[src/rtl/seg_scan_decoder_if.sv]
// Scan-side bus of seg_scan_decoder: multiplexed seven-segment drive in,
// recovered six-digit BCD time and status flags out.
interface seg_scan_decoder_if;
    logic [7:0]  com;
    logic [6:0]  seg;
    logic        clr_err;
    logic [23:0] time_out;
    logic [5:0]  blank_mask;
    logic        frame_valid;
    logic        pat_err;
    logic        range_err;
    logic        stale;

    modport master (
        output com, seg, clr_err,
        input  time_out, blank_mask, frame_valid, pat_err, range_err, stale
    );
    modport slave (
        input  com, seg, clr_err,
        output time_out, blank_mask, frame_valid, pat_err, range_err, stale
    );
endinterface

[src/rtl/seg_scan_decoder.sv]
// Readback monitor: filters the com/seg scan, decodes digits back to BCD and publishes
// complete six-digit frames. Optional frame range check under SEG_RANGE_CHECK_EN.
module seg_scan_decoder #(
    parameter int SETTLE  = 4,
    parameter int TIMEOUT = 2000000
) (
    input  logic              clock,
    input  logic              reset,
    seg_scan_decoder_if.slave bus
);
    localparam int CW = (SETTLE > 1) ? $clog2(SETTLE) : 1;
    localparam int TW = $clog2(TIMEOUT + 1);
    localparam logic [CW-1:0] CNT_LAST = CW'(SETTLE - 1);
    localparam logic [TW-1:0] TO_MAX   = TW'(TIMEOUT);

    typedef enum logic [1:0] {S_WAIT, S_SETTLE, S_HOLD} state_t;

    state_t          r_state, w_state_n;
    logic [CW-1:0]   r_cnt, w_cnt_n, w_inc;
    logic [5:0]      r_com_prev;
    logic [6:0]      r_seg_prev;
    logic [5:0][3:0] r_digit, r_time_out;
    logic [5:0]      r_seen, w_seen_n, r_blank, r_blank_mask;
    logic            r_frame_valid, r_pat_err;
    logic [TW-1:0]   r_to_cnt;
    logic            w_chg, w_sel_ok, w_sample, w_restart;
    logic [2:0]      w_pos;
    logic            w_legal, w_blank;
    logic [3:0]      w_bcd;
    logic            w_complete, w_range_ok, w_pub;
    logic            w_unused_com;

    // com[1:0] drive digits this monitor does not track
    assign w_unused_com = ^bus.com[1:0];

    assign w_chg      = (bus.com[7:2] != r_com_prev) || (bus.seg != r_seg_prev);
    assign w_sel_ok   = $onehot(~bus.com[7:2]);
    assign w_inc      = r_cnt + 1'b1;
    assign w_complete = &r_seen;
    assign w_pub      = w_complete & w_range_ok;

    always_comb begin
        w_pos = 3'd0;
        for (int i = 0; i < 6; i++)
            if (!bus.com[i+2]) w_pos = 3'(i);
    end

    always_comb begin
        w_legal = 1'b1;
        w_blank = 1'b0;
        w_bcd   = 4'd0;
        case (bus.seg)
            7'h7E: w_bcd = 4'd0;
            7'h30: w_bcd = 4'd1;
            7'h6D: w_bcd = 4'd2;
            7'h79: w_bcd = 4'd3;
            7'h33: w_bcd = 4'd4;
            7'h5B: w_bcd = 4'd5;
            7'h5F: w_bcd = 4'd6;
            7'h70: w_bcd = 4'd7;
            7'h7F: w_bcd = 4'd8;
            7'h7B: w_bcd = 4'd9;
            7'h00: begin w_legal = 1'b0; w_blank = 1'b1; end
            default: w_legal = 1'b0;
        endcase
    end

    always_ff @(posedge clock or posedge reset) begin
        if (reset) begin
            r_state <= S_WAIT;
            r_cnt   <= '0;
        end else begin
            r_state <= w_state_n;
            r_cnt   <= w_cnt_n;
        end
    end

    // The cycle of a change counts as the first stable cycle of the new pair
    always_comb begin
        w_state_n = r_state;
        w_cnt_n   = r_cnt;
        w_sample  = 1'b0;
        w_restart = 1'b0;
        case (r_state)
            S_WAIT:   w_restart = 1'b1;
            S_SETTLE: begin
                if (w_chg) begin
                    w_restart = 1'b1;
                end else if (w_inc == CNT_LAST) begin
                    w_sample  = 1'b1;
                    w_state_n = S_HOLD;
                    w_cnt_n   = '0;
                end else begin
                    w_cnt_n = w_inc;
                end
            end
            S_HOLD:   if (w_chg) w_restart = 1'b1;
            default:  w_state_n = S_WAIT;
        endcase
        if (w_restart) begin
            w_cnt_n = '0;
            if (!w_sel_ok) begin
                w_state_n = S_WAIT;
            end else if (SETTLE == 1) begin
                w_sample  = 1'b1;
                w_state_n = S_HOLD;
            end else begin
                w_state_n = S_SETTLE;
            end
        end
    end

    always_comb begin
        w_seen_n = w_complete ? 6'd0 : r_seen;
        if (w_sample && (w_legal || w_blank)) w_seen_n[w_pos] = 1'b1;
    end

    always_ff @(posedge clock or posedge reset) begin
        if (reset) begin
            r_com_prev    <= 6'h3F;
            r_seg_prev    <= 7'h00;
            r_digit       <= '0;
            r_seen        <= '0;
            r_blank       <= '0;
            r_time_out    <= '0;
            r_blank_mask  <= '0;
            r_frame_valid <= 1'b0;
            r_pat_err     <= 1'b0;
            r_to_cnt      <= '0;
        end else begin
            r_com_prev    <= bus.com[7:2];
            r_seg_prev    <= bus.seg;
            r_seen        <= w_seen_n;
            r_frame_valid <= w_pub;
            r_pat_err     <= (w_sample & ~w_legal & ~w_blank) | (r_pat_err & ~bus.clr_err);
            if (w_pub) begin
                r_time_out   <= r_digit;
                r_blank_mask <= r_blank;
            end
            if (w_pub)
                r_to_cnt <= '0;
            else if (r_to_cnt != TO_MAX)
                r_to_cnt <= r_to_cnt + 1'b1;
            // A blank digit inherits the value published as of this edge
            if (w_sample && w_legal) begin
                r_digit[w_pos] <= w_bcd;
                r_blank[w_pos] <= 1'b0;
            end else if (w_sample && w_blank) begin
                r_digit[w_pos] <= w_pub ? r_digit[w_pos] : r_time_out[w_pos];
                r_blank[w_pos] <= 1'b1;
            end
        end
    end

`ifdef SEG_RANGE_CHECK_EN
    logic r_range_err;

    assign w_range_ok = ((r_digit[5] < 4'd2) || (r_digit[5] == 4'd2 && r_digit[4] <= 4'd3)) &&
                        (r_digit[3] <= 4'd5) && (r_digit[1] <= 4'd5);

    always_ff @(posedge clock or posedge reset) begin
        if (reset) r_range_err <= 1'b0;
        else       r_range_err <= w_complete & ~w_range_ok;
    end

    assign bus.range_err = r_range_err;
`else
    assign w_range_ok    = 1'b1;
    assign bus.range_err = 1'b0;
`endif

    assign bus.time_out    = r_time_out;
    assign bus.blank_mask  = r_blank_mask;
    assign bus.frame_valid = r_frame_valid;
    assign bus.pat_err     = r_pat_err;
    assign bus.stale       = (r_to_cnt == TO_MAX);
endmodule

[src/flat_wrapper.sv]
// flat-port wrapper written by rule: the top's interface ports become plain ports
module seg_scan_decoder_flat 
#(
    parameter int SETTLE  = 4,
    parameter int TIMEOUT = 2000000
)
  (clock, reset, bus_com, bus_seg, bus_clr_err, bus_time_out, bus_blank_mask, bus_frame_valid, bus_pat_err, bus_range_err, bus_stale);
  seg_scan_decoder_if bus_i ();
  input  logic clock;
  input  logic reset;
  input wire logic [$bits(bus_i.com)-1:0] bus_com;
  input wire logic [$bits(bus_i.seg)-1:0] bus_seg;
  input wire logic [$bits(bus_i.clr_err)-1:0] bus_clr_err;
  output wire logic [$bits(bus_i.time_out)-1:0] bus_time_out;
  output wire logic [$bits(bus_i.blank_mask)-1:0] bus_blank_mask;
  output wire logic [$bits(bus_i.frame_valid)-1:0] bus_frame_valid;
  output wire logic [$bits(bus_i.pat_err)-1:0] bus_pat_err;
  output wire logic [$bits(bus_i.range_err)-1:0] bus_range_err;
  output wire logic [$bits(bus_i.stale)-1:0] bus_stale;
  assign bus_i.com = bus_com;
  assign bus_i.seg = bus_seg;
  assign bus_i.clr_err = bus_clr_err;
  assign bus_time_out = bus_i.time_out;
  assign bus_blank_mask = bus_i.blank_mask;
  assign bus_frame_valid = bus_i.frame_valid;
  assign bus_pat_err = bus_i.pat_err;
  assign bus_range_err = bus_i.range_err;
  assign bus_stale = bus_i.stale;
  seg_scan_decoder #(.SETTLE(SETTLE), .TIMEOUT(TIMEOUT)) u_core (.clock(clock), .reset(reset), .bus(bus_i));
endmodule
[config.mk]
export PLATFORM = sky130hd
export DESIGN_NAME = seg_scan_decoder_flat
export DESIGN_NICKNAME = d
export VERILOG_FILES = /design/src/rtl/seg_scan_decoder_if.sv /design/src/rtl/seg_scan_decoder.sv /design/src/flat_wrapper.sv
export SDC_FILE = /design/constraint.sdc
export NUM_CORES = 1
export LEC_CHECK = 0
export CORE_ASPECT_RATIO = 0.5
export CORE_MARGIN = 2
export CORE_UTILIZATION = 43
export CTS_BUF_LIST = sky130_fd_sc_hd__clkbuf_4
export DETAILED_ROUTE_END_ITERATION = 7
export GPL_TIMING_DRIVEN = 1
export HOLD_SLACK_MARGIN = 0.03
export REMOVE_ABC_BUFFERS = 1
export SETUP_SLACK_MARGIN = 0.5
export SYNTH_ARGS = -nofsm -noshare
export SYNTH_HDL_FRONTEND = slang
export SYNTH_SLANG_ARGS = --single-unit
[constraint.sdc]
create_clock -name clock -period 3.15 [get_ports clock]
set_input_delay 0.4725 -clock clock [delete_from_list [all_inputs] [get_ports clock]]
set_output_delay 0.4725 -clock clock [all_outputs]
set_load 0.02 [all_outputs]
==> impl_metrics.env <==
export IMPL_final_max_slew_viol_count=0
export IMPL_drt_total_wl_mm=14.4
export IMPL_nets=719
export IMPL_mostFrequentLayoutCells="nand2_1 (112), dfrtp_1 (100), clkdlybuf4s50_1 (47)"
export IMPL_rsz0062_at_grt="no"
export IMPL_htreeDepth=3
export IMPL_fin_setup_tns_ns=0
export IMPL_drt_iter0_markers=344
export IMPL_fin_crit_ns=2.55
export IMPL_relSlewSlack_pct=53.5
export IMPL_r2r_slack_ns=0.71
export IMPL_avgSynthCellArea_um2=9.45
export IMPL_fmax_ghz=0.393
export IMPL_r2r_end="u_core.r_digit[15]$_DFFE_PP0P_"
export IMPL_critPathKind="in -> reg"
export IMPL_die_w_um=169
export IMPL_grt_util_all_layers_pct=20.8
export IMPL_vdd_drop_max_mv=0.140
export IMPL_grt_pass1_vias=4608
export IMPL_finalSetupViolations=0
export IMPL_dr_pass1_iters=5
export IMPL_cts_root_buf="clkbuf_4"
export IMPL_gp_congestion=0.858
export IMPL_syn_to_final_growth_pct=16.0
export IMPL_drive_above_1_share_pct=13.3
export IMPL_period_share_pct=80.8
export IMPL_dieHeight_um=86.7
export IMPL_drc=0
export IMPL_dpl_hpwl_mm=10.7
export IMPL_rr_startpoint="u_core.r_state[1]$_DFFE_PP0P_"
export IMPL_viasPerCell=5.51
export IMPL_grt_antenna_before_repair=1
export IMPL_async_flop_share_pct=100
export IMPL_synth_main_ff_cell="dfrtp_1"
export IMPL_end_kind="flop"
export IMPL_num_vias=4787
export IMPL_port_buffers=48
export IMPL_start_util_pct=43.7
export IMPL_cts_num_sinks=106
export IMPL_crit_arrival_ns=2.89
export IMPL_die_area_mm2=0.0147
export IMPL_grt_max_degree=54
export IMPL_yosys_warnings=0
export IMPL_drtAntennaViolNets=0
export IMPL_worstPathMaxFanout=9
export IMPL_layout_commonest_cell="nand2_1"
export IMPL_powerDensity_mw_per_mm2=348
export IMPL_cellLeakagePower_nw=3.05
export IMPL_cts_buffer_depth=2
export IMPL_cts_buffers=9
export IMPL_start_kind="input pin"
export IMPL_grt_overflow=0
export IMPL_cts_tree="built"
export IMPL_tightestPinTransition_ns=0.698
export IMPL_core_mm2=0.0135
export IMPL_syn_inst=623
export IMPL_status="finished clean"
export IMPL_wire_per_inst_um=16.6
export IMPL_skew_ns=0.0167
export IMPL_cts_setup_buffers=0
export IMPL_row_count=30
export IMPL_clkLatencyLatePin_ns=0.46
export IMPL_drv_cap=0
export IMPL_path_clk_slew_ns=0.17
export IMPL_crit_required_ns=3.49
export IMPL_final_hold_viol_count=0
export IMPL_finalCoreUtilization_pct=50.7
export IMPL_reg2reg_depth=9
export IMPL_grt_pass1_wl_mm=24.1
export IMPL_io_pins=52
export IMPL_ys_ff_latch=106
export IMPL_yosysUniqueCellTypes=80
export IMPL_synth_edf_count=0
export IMPL_mappedNetlistArea_mm2=0.00589
export IMPL_fillCellCount=1276
export IMPL_hp_class="in -> async"
export IMPL_ys_seq_area_share_pct=45.2
-- metal layers --
metal	GRT usage [%]	wire length (µm)	vias to the layer above
met5	0	0	-
met4	3.50	55	0
met3	3.97	766	7
met2	32.5	6530	114
met1	30.5	7070	2349
li1	-	-	2317
-- registers in the layout, indices dropped and copies added (netlist names), named ones only --
signal                  count
u_core.bus.time_out        24
u_core.r_digit             24
u_core.r_to_cnt            21
u_core.r_seg_prev           7
u_core.bus.blank_mask       6
u_core.r_com_prev           6
u_core.r_seen               6
u_core.r_cnt                2
u_core.r_state              2
u_core.bus.frame_valid      1
u_core.bus.pat_err          1
-- synthesized netlist by cell type (5+ instances only) --
library cell / n / area share (%)
nand2_1: 112 / 7.1
dfrtp_1: 100 / 43
inv_1: 43 / 2.7
nor2_1: 34 / 2.2
o21ai_0: 23 / 2.0
xnor2_1: 22 / 3.3
nand3_1: 18 / 1.5
nor3_1: 17 / 1.4
o21ai_1: 15 / 1.3
a211oi_1: 13 / 1.7
buf_2: 12 / 1.0
ha_1: 12 / 2.6
a21oi_1: 11 / 0.94
nand4_1: 10 / 1.1
clkbuf_1: 9 / 0.57
mux2i_1: 9 / 1.5
nor2b_1: 9 / 0.96
xor2_1: 9 / 1.3
o311ai_0: 7 / 1.0
or3_1: 7 / 0.74
and2_1: 6 / 0.64
dfstp_2: 6 / 2.7
nand2b_1: 6 / 0.64
a21oi_2: 5 / 0.74
a221oi_1: 5 / 0.74
o2111ai_1: 5 / 0.74
o2111ai_2: 5 / 1.3
-- how the worst max path moves through the flow --
stage                                     from                            end  slack, ns  cells past startpoint
floorplan                                reset                      async pin      -0.10                      1
global placement                    bus_com[7]  u_core.r_digit[9]$_DFFE_PP0P_       0.12                     10
detailed placement                  bus_seg[2]  u_core.r_digit[8]$_DFFE_PP0P_       0.09                      7
CTS                                 bus_seg[2]  u_core.r_digit[4]$_DFFE_PP0P_       0.60                      7
global route        u_core.r_seen[1]$_DFF_PP0_  u_core.r_digit[2]$_DFFE_PP0P_       0.51                      7
finish                              bus_seg[2]  u_core.r_digit[2]$_DFFE_PP0P_       0.60                      8
-- where the power goes --
group | leakage (nW) | switching, mW | internal (mW)
Clock | 0.0527 | 0.466 | 0.171
Sequential | 1.34 | 0.0175 | 1.38
Combinational | 1.65 | 0.203 | 0.132
Total | 3.05 | 0.687 | 1.69
-- worst max-delay path, stage by stage --
cell and delay, ns:
clkdlybuf4s50_1 0.69, or3b_1 0.24, nor2_1 0.08, or3_1 0.42, o211a_1 0.36, buf_4 0.20, nor3_2 0.31, o21ai_1 0.13
-- layout make-up --
type	count	area [µm²]	share of cell area [%]
multi-input combinational	437	2870	42.0
sequential	106	2660	39.0
timing repair buffer	87	785	11.5
tap	176	220	3.23
inverter	46	175	2.57
clock buffer	10	75.1	1.10
clock inverter	6	42.5	0.623
antenna	1	2.50	0.0367
-- metrics by stage --
stage	instances	cell area [µm²]	hold slack, ns	setup slack (ns)	power [mW]
2_1_floorplan	589	5680	0.439	-0.101	1.63
3_3_place_gp	852	6690	0.460	0.117	1.75
3_5_place_dp	852	6690	0.462	0.0903	1.76
4_1_cts	868	6810	0.440	0.602	2.40
5_1_grt	869	6830	0.445	0.509	2.50
6_report	869	6830	0.440	0.604	2.37
-- logic make-up (layout without fill, tap and decap cells) --
kind of cell               count (synthesis)  after routing  share of synthesized area [%]
and+or+nand+nor                          255            255                           22.2
AOI/OAI and AO/OA                        126            126                           16.5
DFF                                      106            106                           45.2
buffers and inverters                     80            149                           6.40
xor gates and xnor gates                  31             31                           4.61
adders and majority gates                 14             14                           3.23
muxes                                     10             10                           1.72
other                                      1              2                         0.0637
-- timing repair --
item / 4_1_cts / 5_1_grt
gates resized for setup: 2 / 3
setup endpoints to repair: 1 / 3
hold endpoints to repair: 0 / 0
hold buffers: 0 / 0
Power figures use the tool's default switching activity.
==> RTL change 1, RTL diff (same settings) <==
The 3 states of `state_t` get a one-hot encoding in 3 bits.
--- a/src/rtl/seg_scan_decoder.sv
+++ b/src/rtl/seg_scan_decoder.sv
@@ -13,7 +13,7 @@
     localparam logic [CW-1:0] CNT_LAST = CW'(SETTLE - 1);
     localparam logic [TW-1:0] TO_MAX   = TW'(TIMEOUT);
 
-    typedef enum logic [1:0] {S_WAIT, S_SETTLE, S_HOLD} state_t;
+    typedef enum logic [2:0] {S_WAIT = 3'b001, S_SETTLE = 3'b010, S_HOLD = 3'b100} state_t;
 
     state_t          r_state, w_state_n;
     logic [CW-1:0]   r_cnt, w_cnt_n, w_inc;
Function: same outputs for any inputs over 10 cycles, from zero or initial values and one cycle with reset high; not proved beyond that.
==> RTL change 1 against the original RTL <==
Setup slack gained 0.0081 ns; sequential cell count grew 1; combinational power shrank 9.0%; synthesized area shrank 4.3%; total power grew 8.7%; wire length shrank 2.8%; register-to-register slack gained 0.05 ns; final area shrank 0.18%; largest cell class unchanged; critical endpoint is now u_core.r_state[0]$_DFFE_PP1P_; highest routed layer unchanged; utilization grew 2.8 points.
==> RTL change 1: results (changes against the original RTL) <==
* Status: complete, no violations
* Leak at 3.13 nW (+2.9%)
* Via count at 4654 (-2.8%)
* Largest delay share family, worst path: adder cells
* Register-to-register setup slack at 0.76 ns (+0.05 ns)
* Non-clock buffer share of cell area at 13.2% (+1.7 points)
* Metal2 WL at 6140 µm (-6.1%)
* # diodes at 0 (-1)
* Register area share after synthesis at 47.7% (+2.5 points)
* First-pass GRT wire length at 24000 µm (-0.37%)
* Clock share of power at 33.4% (+6.5 points)
* Routed Wire Length at 14000 µm (-2.8%)
* Num sequential at 107 (+0.94%)
* Grt met3 use at 3.68% (-0.29 points)
* Dpl hpwl at 10400 µm (-2.6%)
* Fin util at 53.5% (+2.8 points)
* Worst r2r dst: u_core.r_digit[1]$_DFFE_PP0P_
* Switching Power at 0.652 mW (-5.0%)
* VDD IR max at 0.170 mV (+21%)
* DRT met1 WL at 7310 µm (+3.4%)
* Reg area at 2690 µm² (+0.99%)
* Reg2reg start: u_core.r_state[2]$_DFFE_PP0P_
* Grt met1 use at 31.5% (+0.97 points)
* Worst setup path endpoint: u_core.r_state[0]$_DFFE_PP1P_
* F_max at 0.394 GHz (+0.32%)
* Unique masters post-synth at 66 (-18%)
* Inverter count at 28 (-39%)
* HP Class: input port to flop
* DRT iter0 DRCs at 278 (-19%)
* Synth top area cells: dfrtp_1 44%, nand2_1 9.9%, dfstp_2 3.3%
* Buffers, non-clock at 95 (+9.2%)
* GP Congestion at 0.914 (+6.6%)
* GRT Total Usage at 21.2% (+0.43 points)
* Final hold slack at 0.273 ns (-0.167 ns)
* ClkCell Share at 2.61% (+0.88 points)
* Inst Count DP at 862 (+1.2%)
* PD cells at 378 nW/µm² (+8.9%)
* Area after DPL at 6590 µm² (-1.5%)
* Fillers at 1241 (-2.7%)
* Drt wl/cell at 16.0 µm (-3.6%)
* Multi-input logic cell count at 462 (+5.7%)
* Area of the multi-input gates at 2730 µm² (-4.8%)
[RTL change 1: cell types whose count changed in the layout (fill, tap and decap cells not counted), sizes merged, moves of 8 or more]
cell,before,now
or3,7,15
o2111ai,10,1
nor2,34,48
xor2,9,21
xnor2,22,11
nand2,112,148
inv,46,28
a21oi,16,34
a211oi,15,5
buf,39,47
[RTL change 1: logic make-up after synthesis]
family	Yosys count	share of synthesized area [%]
AOI/OAI and AO/OA	104	11.5
and+or+nand+nor	305	26.7
muxes	10	1.89
xor gates and xnor gates	32	5.11
DFF	107	47.7
buffers and inverters	59	4.64
other	1	0.0666
adders and majority gates	10	2.49
[RTL change 1: power groups by stage]
stage | registers [mW] | clock network, mW | logic [mW]
floorplan | 1.43 | 0 | 0.163
global placement | 1.44 | 0 | 0.298
detailed placement | 1.44 | 0 | 0.304
CTS | 1.41 | 0.891 | 0.306
global route | 1.42 | 0.941 | 0.341
finish | 1.41 | 0.861 | 0.305
==> RTL change 2, RTL diff (config.mk and constraints unchanged) <==
Without the edit above. `SETTLE` is set to 4 in 2 places; all go to 8.
--- a/src/rtl/seg_scan_decoder.sv
+++ b/src/rtl/seg_scan_decoder.sv
@@ -1,7 +1,7 @@
 // Readback monitor: filters the com/seg scan, decodes digits back to BCD and publishes
 // complete six-digit frames. Optional frame range check under SEG_RANGE_CHECK_EN.
 module seg_scan_decoder #(
-    parameter int SETTLE  = 4,
+    parameter int SETTLE  = 8,
     parameter int TIMEOUT = 2000000
 ) (
     input  logic              clock,
--- a/src/flat_wrapper.sv
+++ b/src/flat_wrapper.sv
@@ -1,7 +1,7 @@
 // flat-port wrapper written by rule: the top's interface ports become plain ports
 module seg_scan_decoder_flat 
 #(
-    parameter int SETTLE  = 4,
+    parameter int SETTLE  = 8,
     parameter int TIMEOUT = 2000000
 )
   (clock, reset, bus_com, bus_seg, bus_clr_err, bus_time_out, bus_blank_mask, bus_frame_valid, bus_pat_err, bus_range_err, bus_stale);
Behaviour: not the same (Yosys sat finds a counterexample within 10 cycles, from zero or initial values and one cycle with reset high).
==> RTL change 2 against the original RTL <==
Total power up 4.9%; final area grew 2.4%; sequential share of layout area down 0.52 points; die area increased by 0.15%; sequential cell count grew 1; critical path depth unchanged; global-route usage is 0.61 points higher; combinational power grew 16%; synthesized area grew 0.15%; maximum frequency down 1.4%; setup slack got worse by 0.037 ns; wire length grew 3.9%; highest routed layer unchanged.
==> RTL change 2: results (changes against the original RTL) <==
* PD cells at 356 nW/µm² (+2.5%)
* Fin nets at 729 (+1.4%)
* Adder-cell share of the synthesized area at 3.65% (+0.42 points)
* Worst r2r dst: u_core.r_digit[14]$_DFFE_PP0P_
* Synth Area in Compound Gates at 15.7% (-0.81 points)
* Clock skew at 0.0149 ns (-0.00174 ns)
* Routed Wire Length at 15000 µm (+3.9%)
* Inst Count DP at 857 (+0.59%)
* VDD IR max at 0.174 mV (+24%)
* CP Max Fanout at 10 (+1)
* Synth top area cells: dfrtp_1 43%, nand2_1 6.6%, xor2_1 4.2%
* Final hold slack at 0.362 ns (-0.0784 ns)
* Post_cts resized at 3 (+1)
* GP Congestion at 0.876 (+2.1%)
* Leak at 3.22 nW (+5.5%)
* DRT Pass-1 Iters at 8 (+3)
* Area of the multi-input gates at 2920 µm² (+1.7%)
* Fillers at 1234 (-3.3%)
* Mean area per synthesized cell at 9.43 µm² (-0.17%)
* Finished Layout Cells at 877 (+0.92%)
* Pre-CTS setup slack at 0.0354 ns (-0.0549 ns)
* PnR worst setup slack at 0.567 ns (-0.0367 ns)
* First-pass GRT wire length at 24900 µm (+3.6%)
* GRT Total Usage at 21.4% (+0.61 points)
* Status: complete, no violations
* Share of cells above drive strength 1 at 15.3% (+2.0 points)
* Mux share of post-synthesis cell area at 2.70% (+0.97 points)
* Setup crit start: bus_com[3]
* Setup Buffers After CTS at 1 (+1)
* Area after DPL at 6790 µm² (+1.5%)
* Register area share after synthesis at 45.6% (+0.36 points)
-- RTL change 2: changes by cell type in the layout (fill, tap and decap cells not counted), sizes merged, moves of 7 or more --
cell and delta:
buf +9, o2111ai -8, xnor2 -17, a2111oi +7
nand2 -8, o31ai +18, xor2 +19, o311ai -7
o21ai -10, nand3 +7
-- RTL change 2: layer usage --
layer / up-vias / share of wire, % / global-route usage (%)
met2: 128 / 46 / 34.2
met1: 2413 / 48 / 31.0
met4: 0 / 0.66 / 3.11
met5: - / 0 / 0
li1: 2343 / - / -
met3: 11 / 5.3 / 4.29
-- RTL change 2: cell type report --
class	instances	area share, %
Timing Repair Buffer	96	12.5
Tap cell	176	3.15
Multi-Input combinational cell	441	41.7
Clock inverter	5	0.662
Clock buffer	11	1.18
Antenna cell	1	0.0358
Sequential cell	107	38.4
Inverter	40	2.29
